## src/rtl/load_down_counter.sv

```systemverilog
// Loadable down-counter with prescaled ticks, IDLE/RUN/PAUSE/DONE control and a one-cycle done pulse.
// Optional periodic mode: define LOAD_DOWN_COUNTER_AUTO_RELOAD_EN to re-arm from the last loaded value.
module load_down_counter #(
  parameter int WIDTH    = 4,
  parameter int PRESCALE = 1
) (
  input  logic             clk,
  input  logic             rst_n,
  input  logic             load,
  input  logic [WIDTH-1:0] load_num,
  input  logic             start,
  input  logic             pause,
  output logic [WIDTH-1:0] number,
  output logic             zero,
  output logic             busy,
  output logic             done
);

  localparam int PW = (PRESCALE > 1) ? $clog2(PRESCALE) : 1;
  localparam logic [PW-1:0] PRESC_LAST = PW'(PRESCALE - 1);

  typedef enum logic [1:0] {
    S_IDLE,
    S_RUN,
    S_PAUSE,
    S_DONE
  } state_e;

  state_e           state_q, state_d;
  logic [WIDTH-1:0] cnt_q, cnt_d;
  logic [PW-1:0]    presc_q, presc_d;
  logic [WIDTH-1:0] number_q;
  logic             busy_q;
  logic             done_q;

`ifdef LOAD_DOWN_COUNTER_AUTO_RELOAD_EN
  logic [WIDTH-1:0] reload_q;

  always_ff @(posedge clk or negedge rst_n) begin
    if (!rst_n) begin
      reload_q <= '0;
    end else if (load) begin
      reload_q <= load_num;
    end
  end
`endif

  always_comb begin
    state_d = state_q;
    cnt_d   = cnt_q;
    presc_d = presc_q;
    if (load) begin
      cnt_d   = load_num;
      presc_d = '0;
      state_d = S_IDLE;
    end else begin
      case (state_q)
        S_IDLE: begin
          if (start) begin
            if (cnt_q != '0) begin
              state_d = S_RUN;
              presc_d = '0;
            end else begin
              state_d = S_DONE;
            end
          end
        end
        S_RUN: begin
          if (pause) begin
            state_d = S_PAUSE;
          end else if (presc_q == PRESC_LAST) begin
            presc_d = '0;
            // Saturate at zero; reaching it ends the countdown.
            if (cnt_q == WIDTH'(1) || cnt_q == '0) begin
              cnt_d   = '0;
              state_d = S_DONE;
            end else begin
              cnt_d = cnt_q - WIDTH'(1);
            end
          end else begin
            presc_d = presc_q + PW'(1);
          end
        end
        S_PAUSE: begin
          if (!pause) begin
            state_d = S_RUN;
          end
        end
        S_DONE: begin
`ifdef LOAD_DOWN_COUNTER_AUTO_RELOAD_EN
          if (reload_q != '0) begin
            state_d = S_RUN;
            cnt_d   = reload_q;
            presc_d = '0;
          end else begin
            state_d = S_IDLE;
          end
`else
          state_d = S_IDLE;
`endif
        end
        default: state_d = S_IDLE;
      endcase
    end
  end

  always_ff @(posedge clk or negedge rst_n) begin
    if (!rst_n) begin
      state_q  <= S_IDLE;
      cnt_q    <= '0;
      presc_q  <= '0;
      number_q <= '0;
      busy_q   <= 1'b0;
      done_q   <= 1'b0;
    end else begin
      state_q  <= state_d;
      cnt_q    <= cnt_d;
      presc_q  <= presc_d;
      number_q <= cnt_q;
      // Decoding state_d keeps busy/done aligned with state_q.
      busy_q   <= (state_d == S_RUN) || (state_d == S_PAUSE);
      done_q   <= (state_d == S_DONE);
    end
  end

  assign number = number_q;
  assign zero   = rst_n && (number_q == '0);
  assign busy   = busy_q;
  assign done   = done_q;

endmodule

```

## config.mk

```make
export PLATFORM = sky130hd
export DESIGN_NAME = load_down_counter
export DESIGN_NICKNAME = d
export VERILOG_FILES = /design/src/rtl/load_down_counter.sv
export SDC_FILE = /design/constraint.sdc
export NUM_CORES = 1
export LEC_CHECK = 0
export BUFFER_PORTS_ARGS = -buffer_cell sky130_fd_sc_hd__buf_2
export CAP_MARGIN = 20
export CORE_MARGIN = 4
export CORE_UTILIZATION = 35
export DETAILED_ROUTE_END_ITERATION = 12
export PLACE_DENSITY = 0.64
export SLEW_MARGIN = 5
export SYNTH_ARGS = -nofsm -noshare
export SYNTH_HDL_FRONTEND = slang
export SYNTH_SLANG_ARGS = --single-unit
```

## constraint.sdc

```tcl
create_clock -name clk -period 2.2 [get_ports clk]
set_clock_uncertainty 0.15 [all_clocks]
set_input_delay 0.11 -clock clk [delete_from_list [all_inputs] [get_ports clk]]
set_output_delay 0.11 -clock clk [all_outputs]
set_load 0.01 [all_outputs]
```

==> results_dict.tcl, run 1 <==
set metrics [dict create \
    status "completed" \
    synth_common_cells "dfrtp_1, nor2_1, ha_1" \
    clock_latency_ns 0.27 \
    gr-total-overflow 0 \
    yosysTopAreaCell "dfrtp_1" \
    grt_max_degree 14 \
    finalHoldViolCount 0 \
    power_frac_comb_pct 25.4 \
    critPathArrivalTime_ns 2.01 \
    drt_wl_total_um 1180 \
    end_kind "register" \
    fin_tns_setup_ns 0 \
    fillCellCount 150 \
    p_leak_nw 0.370 \
    ys_seq_elements 12 \
    synth_nets 64 \
    synth_cells 51 \
    cap_violations 0 \
    crit_fanout 4 \
    reg2reg_slack_ns 0.19 \
    num_rows 14 \
    start_util_pct 37.7 \
    htreeDepth 1 \
    grt_pass1_wl_um 1980 \
    power_per_cell_area_mw_per_mm2 699 \
    syn2layout_area_growth_pct 32.9 \
    grt_util_all_layers_pct 10.7 \
    p_clk_share_pct 24.0 \
    synth_top_flop_cell "dfrtp_1" \
    syn_area_um2 582 \
    yosysWarnings 0 \
    n_antenna_cell 0 \
    seq_area_frac_synth_pct 51.6 \
    antenna_found_initial 0 \
    period_minus_slack_ns 2.01 \
    vias_per_cell 5.08 \
    die_h_um 48.8 \
    yosys.area.top_type_share_pct 51.6 \
    cts.sinks 12 \
    die_area_mm2 0.00238 \
    period_share_pct 91.4 \
    syn_area_per_cell_um2 11.4 \
    clockBufferDepth 2 \
    grt_pass1_vias 432 \
    p_sw_share_pct 29.5 \
    drt_pass1_iterations 3 \
    p_sw_uw 159 \
    yosysMostFrequentCell "dfrtp_1" \
    io_buffers 15 \
    gp_congestion 0.830 \
    numCtsBuffers 3 \
    ant_nets 0 \
    io_pins 16 \
    max_freq_mhz 497 \
    slew_headroom_pct 74.0 \
    dr_total_vias 467 \
    cts_setup_buffers 0 \
    holdWs_ns 0.0182 \
    synth_area_leaders "dfrtp_1, ha_1, nor4_4, a221o_1, o31a_2" \
    synth-edff-count 0 \
    die-width_um 48.8 \
    rsz0062_at_grt "no" \
    wl_per_cell_um 12.9 \
    clk_pin_slew_ns 0.07 \
    cts_root_buffer "clkbuf_4" \
    drc 0 \
    ys_async_sr_fraction_pct 100 \
    critPathLaunchType "register" \
    cts_tree "done" \
    ir_worst_vdd_v 0.000409 \
    internal_power_uw 381 \
    layout.nets 91 \
    cp.required_ns 2.20 \
    worst_pin_slew_ns 0.389 \
    criticalPathCategory "register to register" \
    drv_slew 0 \
    fp.coreArea_mm2 0.00154 \
    drive_gt1_share_pct 35.5 \
    p_seq_share_pct 50.6 \
    drt-initial-drc-count 4 \
    synth.distinct_cells 23 \
    place_hpwl_um 903 \
    finalSetupViolations 0 \
    hold_class "primary input to register" \
]
==> placed cells by master (no fill, tap or decap), drive strengths merged, types with 3 or more instances in the layout <==
master	n
nand2	3
a21oi	3
inv	3
buf	18
dlygate4sd3	5
nor2	5
dfrtp	12
clkbuf	3
ha	4
nor4	3
o31a	3
==> layout make-up <==
class | count | area, um2 | area share (%)
clock buffers | 3 | 22.5 | 2.91
well taps | 16 | 20.0 | 2.59
inverters | 3 | 11.3 | 1.46
repair buffers | 23 | 148 | 19.1
multi-input cells | 35 | 272 | 35.1
flip-flops and latches | 12 | 300 | 38.8
==> sequential cells by signal (all words and copies together) (netlist names) <==
name,flops
number,4
state_q,2
done,1
busy,1
cnt_q,4
==> repair_timing <==
item | CTS | global route
hold endpoints to repair | 16 | 0
gates resized for setup | 0 | 2
setup endpoints to repair | 0 | 2
hold buffers | 5 | 0
==> per-stage QoR <==
stage	cells	power, mW	instance area (um2)	setup WS, ns	utilization (%)
after CTS	92	0.543	767	0.0279	49.8
after floorplan	51	0.349	582	0.132	-
after detailed placement	84	0.405	694	0.104	45.0
final	92	0.540	773	0.189	50.2
after global placement	84	0.401	694	0.175	45.0
after global routing	92	0.582	773	0.0581	50.2
==> per-layer routing <==
metal / routed length, um / GRT usage [%] / part of all wire (%) / vias up
met5: 0 / 0 / 0 / -
met1: 543 / 14.1 / 46 / 212
met4: 36 / 9.42 / 3.0 / 0
li1: - / - / - / 237
met2: 531 / 14.8 / 45 / 14
met3: 73 / 1.53 / 6.2 / 4
==> worst max-delay path: stages, from the launching register on <==
cell and delay (ns):
dfrtp_1 0.41, inv_1 0.09, ha_1 0.19, nor2_1 0.06
nor3_2 0.13, o21bai_1 0.10, a2111oi_2 0.46, ha_1 0.31
==> power by group through the flow <==
stage                     Sequential, mW  Combinational (mW)  Clock, mW
after CTS                          0.272               0.135      0.135
after global placement             0.276               0.125          0
after floorplan                    0.283              0.0654          0
after detailed placement           0.278               0.127          0
final                              0.273               0.137      0.130
after global routing               0.277               0.155      0.150
==> cell families (layout without fill, tap and decap cells) <==
family	count (synthesis)	count (layout)	synth area share, %
AND/OR/NAND/NOR	19	19	20.9
adder cells (fa/ha/maj)	4	4	8.60
AO/OA/AOI/OAI	11	11	14.6
buffers and inverters	4	29	2.79
XOR/XNOR	1	1	1.51
flip-flops	12	12	51.6
==> path summary, 6_finish.rpt <==
check | from | end | depth (start not counted)
max | cnt_q[0] | busy | 7
min reg2reg | cnt_q[0] | number[0] | 0
max reg2reg | cnt_q[0] | busy | 7
min | start | state_q[0] | 3
max in group asynchronous | rst_n | cnt_q[3] | 2
min in group asynchronous | rst_n | number[3] | 2
Note: power is estimated with default switching activity, not from simulation.
==> inputs of run 2 (changes only) <==
Settings changed: CTS_BUF_LIST set to sky130_fd_sc_hd__clkbuf_8.
==> run 2 against run 1 <==
Net effect:
- total power grew 12%
- via count grew 0.86%
- hold slack better by 0.031 ns
- non-clock buffer count unchanged
- sequential power barely moved
- routed wire length about the same
- cell count stayed put
- sequential cell count is the same
- sequential share of layout area is 0.92 points lower
==> results_dict.tcl, run 2 (synthesis results as in run 1) <==
set metrics [dict create \
    status "completed" \
    hold_class "primary input to register" \
    ir_worst_vdd_v 0.000479 \
    cts.sinks 12 \
    power_per_cell_area_mw_per_mm2 765 \
    finalHoldViolCount 0 \
    antenna_found_initial 0 \
    critPathLaunchType "register" \
    ant_nets 0 \
    grt_max_degree 14 \
    gr-total-overflow 0 \
    crit_cells 7 \
    r2r-end "busy" \
    n_antenna_cell 0 \
    cp-endpoint "busy" \
    finalInstanceArea_um2 792 \
    slew_headroom_pct 74.0 \
    cap_violations 0 \
    critPathArrivalTime_ns 1.97 \
    p_sw_uw 167 \
    internal_power_uw 439 \
    htreeDepth 1 \
    die-width_um 48.8 \
    crit_family "compound AO/OA/AOI/OAI gates" \
    grt_util_all_layers_pct 11.0 \
    gp_congestion 0.830 \
    vias_per_cell 5.12 \
    r2r_start "cnt_q[0]" \
    drive_gt1_share_pct 35.5 \
    period_share_pct 91.0 \
    reg2reg_depth 7 \
    cp_slowest_stage_delay_ns 0.46 \
    crit_path_start "cnt_q[0]" \
    period_minus_slack_ns 2.00 \
    crit_fanout 4 \
    rsz0062_at_grt "no" \
    start_util_pct 37.7 \
    drt_wl_total_um 1180 \
    criticalPathCategory "register to register" \
    power_frac_comb_pct 22.7 \
    io_pins 16 \
    critPathBufInv 1 \
    grt_pass1_wl_um 2000 \
    clk_pin_slew_ns 0.05 \
    path_common_cell "ha_1" \
    dr_total_vias 471 \
    reg2reg_slack_ns 0.20 \
    place_area_um2 694 \
    fin_tns_setup_ns 0 \
    die_h_um 48.8 \
    drv_slew 0 \
    syn2layout_area_growth_pct 36.1 \
    end_kind "register" \
    cts_setup_buffers 0 \
    p_clk_share_pct 32.1 \
    clockBufferDepth 2 \
    num_rows 14 \
    cp_cell_sequence "inv_1 -> ha_1 -> nor2_1 -> nor3_2 -> o21bai_1 -> a2111oi_2 -> ha_1" \
    layout.nets 91 \
    grt_pass1_vias 433 \
    cts_tree "done" \
    max_freq_mhz 499 \
    worst_pin_slew_ns 0.389 \
    slowest_stage "a2111oi_2" \
    p_sw_share_pct 27.5 \
    drc 0 \
    place_hpwl_um 903 \
    numCtsBuffers 3 \
    die_area_mm2 0.00238 \
    clock_latency_ns 0.24 \
    cp.required_ns 2.17 \
    p_total_uw 606 \
    p_seq_share_pct 45.2 \
    finalSetupViolations 0 \
    p_leak_nw 0.378 \
    mostFrequentLayoutCells "buf_2, dfrtp_1, nor2_1, dlygate4sd3_1, ha_1" \
    fp.coreArea_mm2 0.00154 \
    wl_per_cell_um 12.9 \
    drt-initial-drc-count 5 \
    drt_pass1_iterations 4 \
    final_common_cell "buf_2" \
    cts_root_buffer "clkbuf_8" \
    io_buffers 15 \
]
-- run 2: cell counts in the layout (fill, tap and decap cells not counted) --
Identical to the previous run, type by type.
-- run 2: routing by layer --
layer	vias to the layer above	GRT usage [%]	part of all wire [%]
met4	0	10.8	2.9
met1	215	14.1	45
li1	236	-	-
met5	-	0	0
met3	4	2.45	7.2
met2	16	14.8	45
-- run 2: power groups by stage --
stage / clock [mW] / sequential [mW] / combinational (mW)
5_1_grt: 0.215 / 0.278 / 0.155
2_1_floorplan: 0 / 0.283 / 0.0654
3_5_place_dp: 0 / 0.278 / 0.127
4_1_cts: 0.202 / 0.273 / 0.135
3_3_place_gp: 0 / 0.276 / 0.125
6_report: 0.194 / 0.274 / 0.137
-- run 2: how the worst min path moves through the flow --
stage          startpoint    endpoint  slack (ns)  depth (start not counted)
3_3_place_gp        rst_n        done       -0.15                          1
3_5_place_dp        rst_n        done       -0.15                          1
6_report            start  state_q[0]        0.05                          3
4_1_cts              load    cnt_q[0]        0.06                          2
5_1_grt             start  state_q[0]        0.06                          3
2_1_floorplan       rst_n        busy       -0.34                          0
-- run 2: metrics by stage --
stage          hold WS, ns  setup slack [ns]  utilization [%]  cells
2_1_floorplan       -0.336             0.132                -     51
3_3_place_gp        -0.151             0.175             45.0     84
3_5_place_dp        -0.146             0.104             45.0     84
4_1_cts             0.0553            0.0352             51.0     92
5_1_grt             0.0610            0.0692             51.4     92
6_report            0.0496             0.198             51.4     92
-- run 2: tightest hold or removal path, cell delays in order --
cell     delay [ns]
buf_2          0.10
a21oi_1        0.11
nor2_1         0.06
-- run 2: cell type report --
cell class                 instances  area, um2
inverter                           3       11.3
multi-input combinational         35        272
timing repair buffer              23        148
clock buffer                       3       41.3
sequential                        12        300
fill                             149        749
tap                               16       20.0
-- run 2: what timing repair did --
| action | in CTS | in global routing |
|---|---|---|
| gates resized for setup | 0 | 2 |
| setup endpoints to repair | 0 | 2 |
| hold endpoints to repair | 16 | 0 |
| hold buffers | 5 | 0 |
==> inputs of run 3 (changes only) <==
Settings changed: CORE_AREA set to 4 4 41 43, CORE_MARGIN 4 to not set, CORE_UTILIZATION 35 to not set, DIE_AREA set to 0 0 45 47, PLACE_DENSITY 0.64 to 0.76.
==> run 3 against run 2 <==
Net effect:
- fmax down 0.39%
- cell count is the same
- sequential share of layout area decreased by 0.36 points
- highest routed layer unchanged
- via count fell by 3.2%
- first-iteration DRC count shrank 80%
- worst setup slack worse by 0.0079 ns
- critical endpoint unchanged
- sequential cell count unchanged
==> results_dict.tcl, run 3 (synthesis results as in run 1) <==
set metrics [dict create \
    status "completed" \
    finalSetupViolations 0 \
    start_util_pct 44.7 \
    die_h_um 47 \
    dr_total_vias 456 \
    power_per_cell_area_mw_per_mm2 812 \
    gr-total-overflow 0 \
    finalHoldViolCount 0 \
    drc 0 \
    dr_wl_met2_um 523 \
    syn2layout_area_growth_pct 37.4 \
    critPathArrivalTime_ns 1.99 \
    cp_slowest_stage_delay_ns 0.48 \
    vias_per_cell 4.96 \
    crit_cells 7 \
    fin_tns_setup_ns 0 \
    cts_root_buffer "clkbuf_8" \
    slew_headroom_pct 70.6 \
    place_hpwl_um 836 \
    criticalPathCategory "register to register" \
    crit_family "compound AO/OA/AOI/OAI gates" \
    antenna_found_initial 0 \
    grt_pass1_wl_um 2050 \
    reg2reg_depth 7 \
    cp.required_ns 2.18 \
    drt-initial-drc-count 1 \
    critPathLaunchType "register" \
    wl_met3_um 76 \
    fillCellCount 118 \
    layout.nets 91 \
    finalInstanceArea_um2 800 \
    period_minus_slack_ns 2.01 \
    ir_worst_vdd_v 0.000501 \
    die-width_um 45 \
    period_share_pct 91.4 \
    mostFrequentLayoutCells "buf_2, dfrtp_1, nor2_1, dlygate4sd3_1" \
    holdWs_ns 0.0463 \
    grt_util_all_layers_pct 14.6 \
    die_area_mm2 0.00212 \
    htreeDepth 1 \
    rsz0062_at_grt "no" \
    drt_pass1_iterations 2 \
    grt_max_degree 14 \
    cts_tree "done" \
    drv_slew 0 \
    clk_pin_slew_ns 0.05 \
    cts.sinks 12 \
    critPathBufInv 1 \
    max_freq_mhz 498 \
    io_pins 16 \
    gp_congestion 0.826 \
    cap_violations 0 \
    crit_fanout 3 \
    end_kind "register" \
    num_rows 13 \
    highest_layer "met4" \
    p_leak_nw 0.384 \
    worst_pin_slew_ns 0.440 \
    io_buffers 15 \
    drt_wl_total_um 1170 \
    clock_latency_ns 0.24 \
    ant_nets 0 \
    fin_cells 92 \
    slowest_stage "a2111oi_1" \
    numCtsBuffers 3 \
    place_area_um2 693 \
    drive_gt1_share_pct 35.1 \
    n_antenna_cell 0 \
    path_common_cell "ha_1" \
    grt_pass1_vias 488 \
    met1Wirelength_um 525 \
    hold_class "primary input to register" \
    hold_depth 2 \
    wl_per_cell_um 12.7 \
    fin_util_pct 61.4 \
    cp_cell_sequence "inv_1 -> ha_1 -> nor2_1 -> nor3_2 -> o21bai_1 -> a2111oi_1 -> ha_1" \
    dp.cells 83 \
    fp.coreArea_mm2 0.00130 \
    clockBufferDepth 2 \
    final_common_cell "buf_2" \
]
run 3: changes by cell type in the layout (fill, tap and decap cells not counted), sizes merged:
cell and change:
clkbuf +1
run 3: path summary, 6_finish.rpt:
check | slack [ns] | end | from
worst min register to register | 0.36 | number[1] | cnt_q[1]
max in group asynchronous | 1.57 | done | rst_n
worst min-delay path | 0.05 | cnt_q[0] | load
worst max-delay path | 0.19 | busy | cnt_q[0]
worst max register to register | 0.19 | busy | cnt_q[0]
min in group asynchronous | 0.12 | number[3] | rst_n
run 3: per-stage QoR:
stage	setup WS, ns	total power [mW]
detailed placement	0.128	0.402
CTS	0.0693	0.657
global placement	0.216	0.397
floorplan	0.132	0.349
finish	0.190	0.649
global route	0.0444	0.693
run 3: layer usage:
layer  global-route usage [%]  up-vias
met3                     4.60        5
met1                     16.0      203
met2                     23.2       14
met4                     12.3        0
li1                         -      234
met5                        0        -
run 3: area by class of cell:
| cell class | count | area [um2] | share of cell area (%) |
|---|---|---|---|
| multi-input combinational | 35 | 267 | 33.3 |
| clock buffer | 4 | 55.1 | 6.89 |
| tap | 15 | 18.8 | 2.35 |
| sequential | 12 | 300 | 37.6 |
| timing repair buffer | 23 | 148 | 18.5 |
| inverter | 3 | 11.3 | 1.41 |
run 3: power by group:
group          internal (mW)  switching [mW]
clock network          0.158          0.0848
registers              0.249          0.0234
logic                 0.0683          0.0658
run 3: timing repair:
action	CTS	global route
buffers inserted	0	0
resized for setup	0	1
setup endpoints to repair	0	1
hold buffers	5	0
hold endpoints to repair	16	0
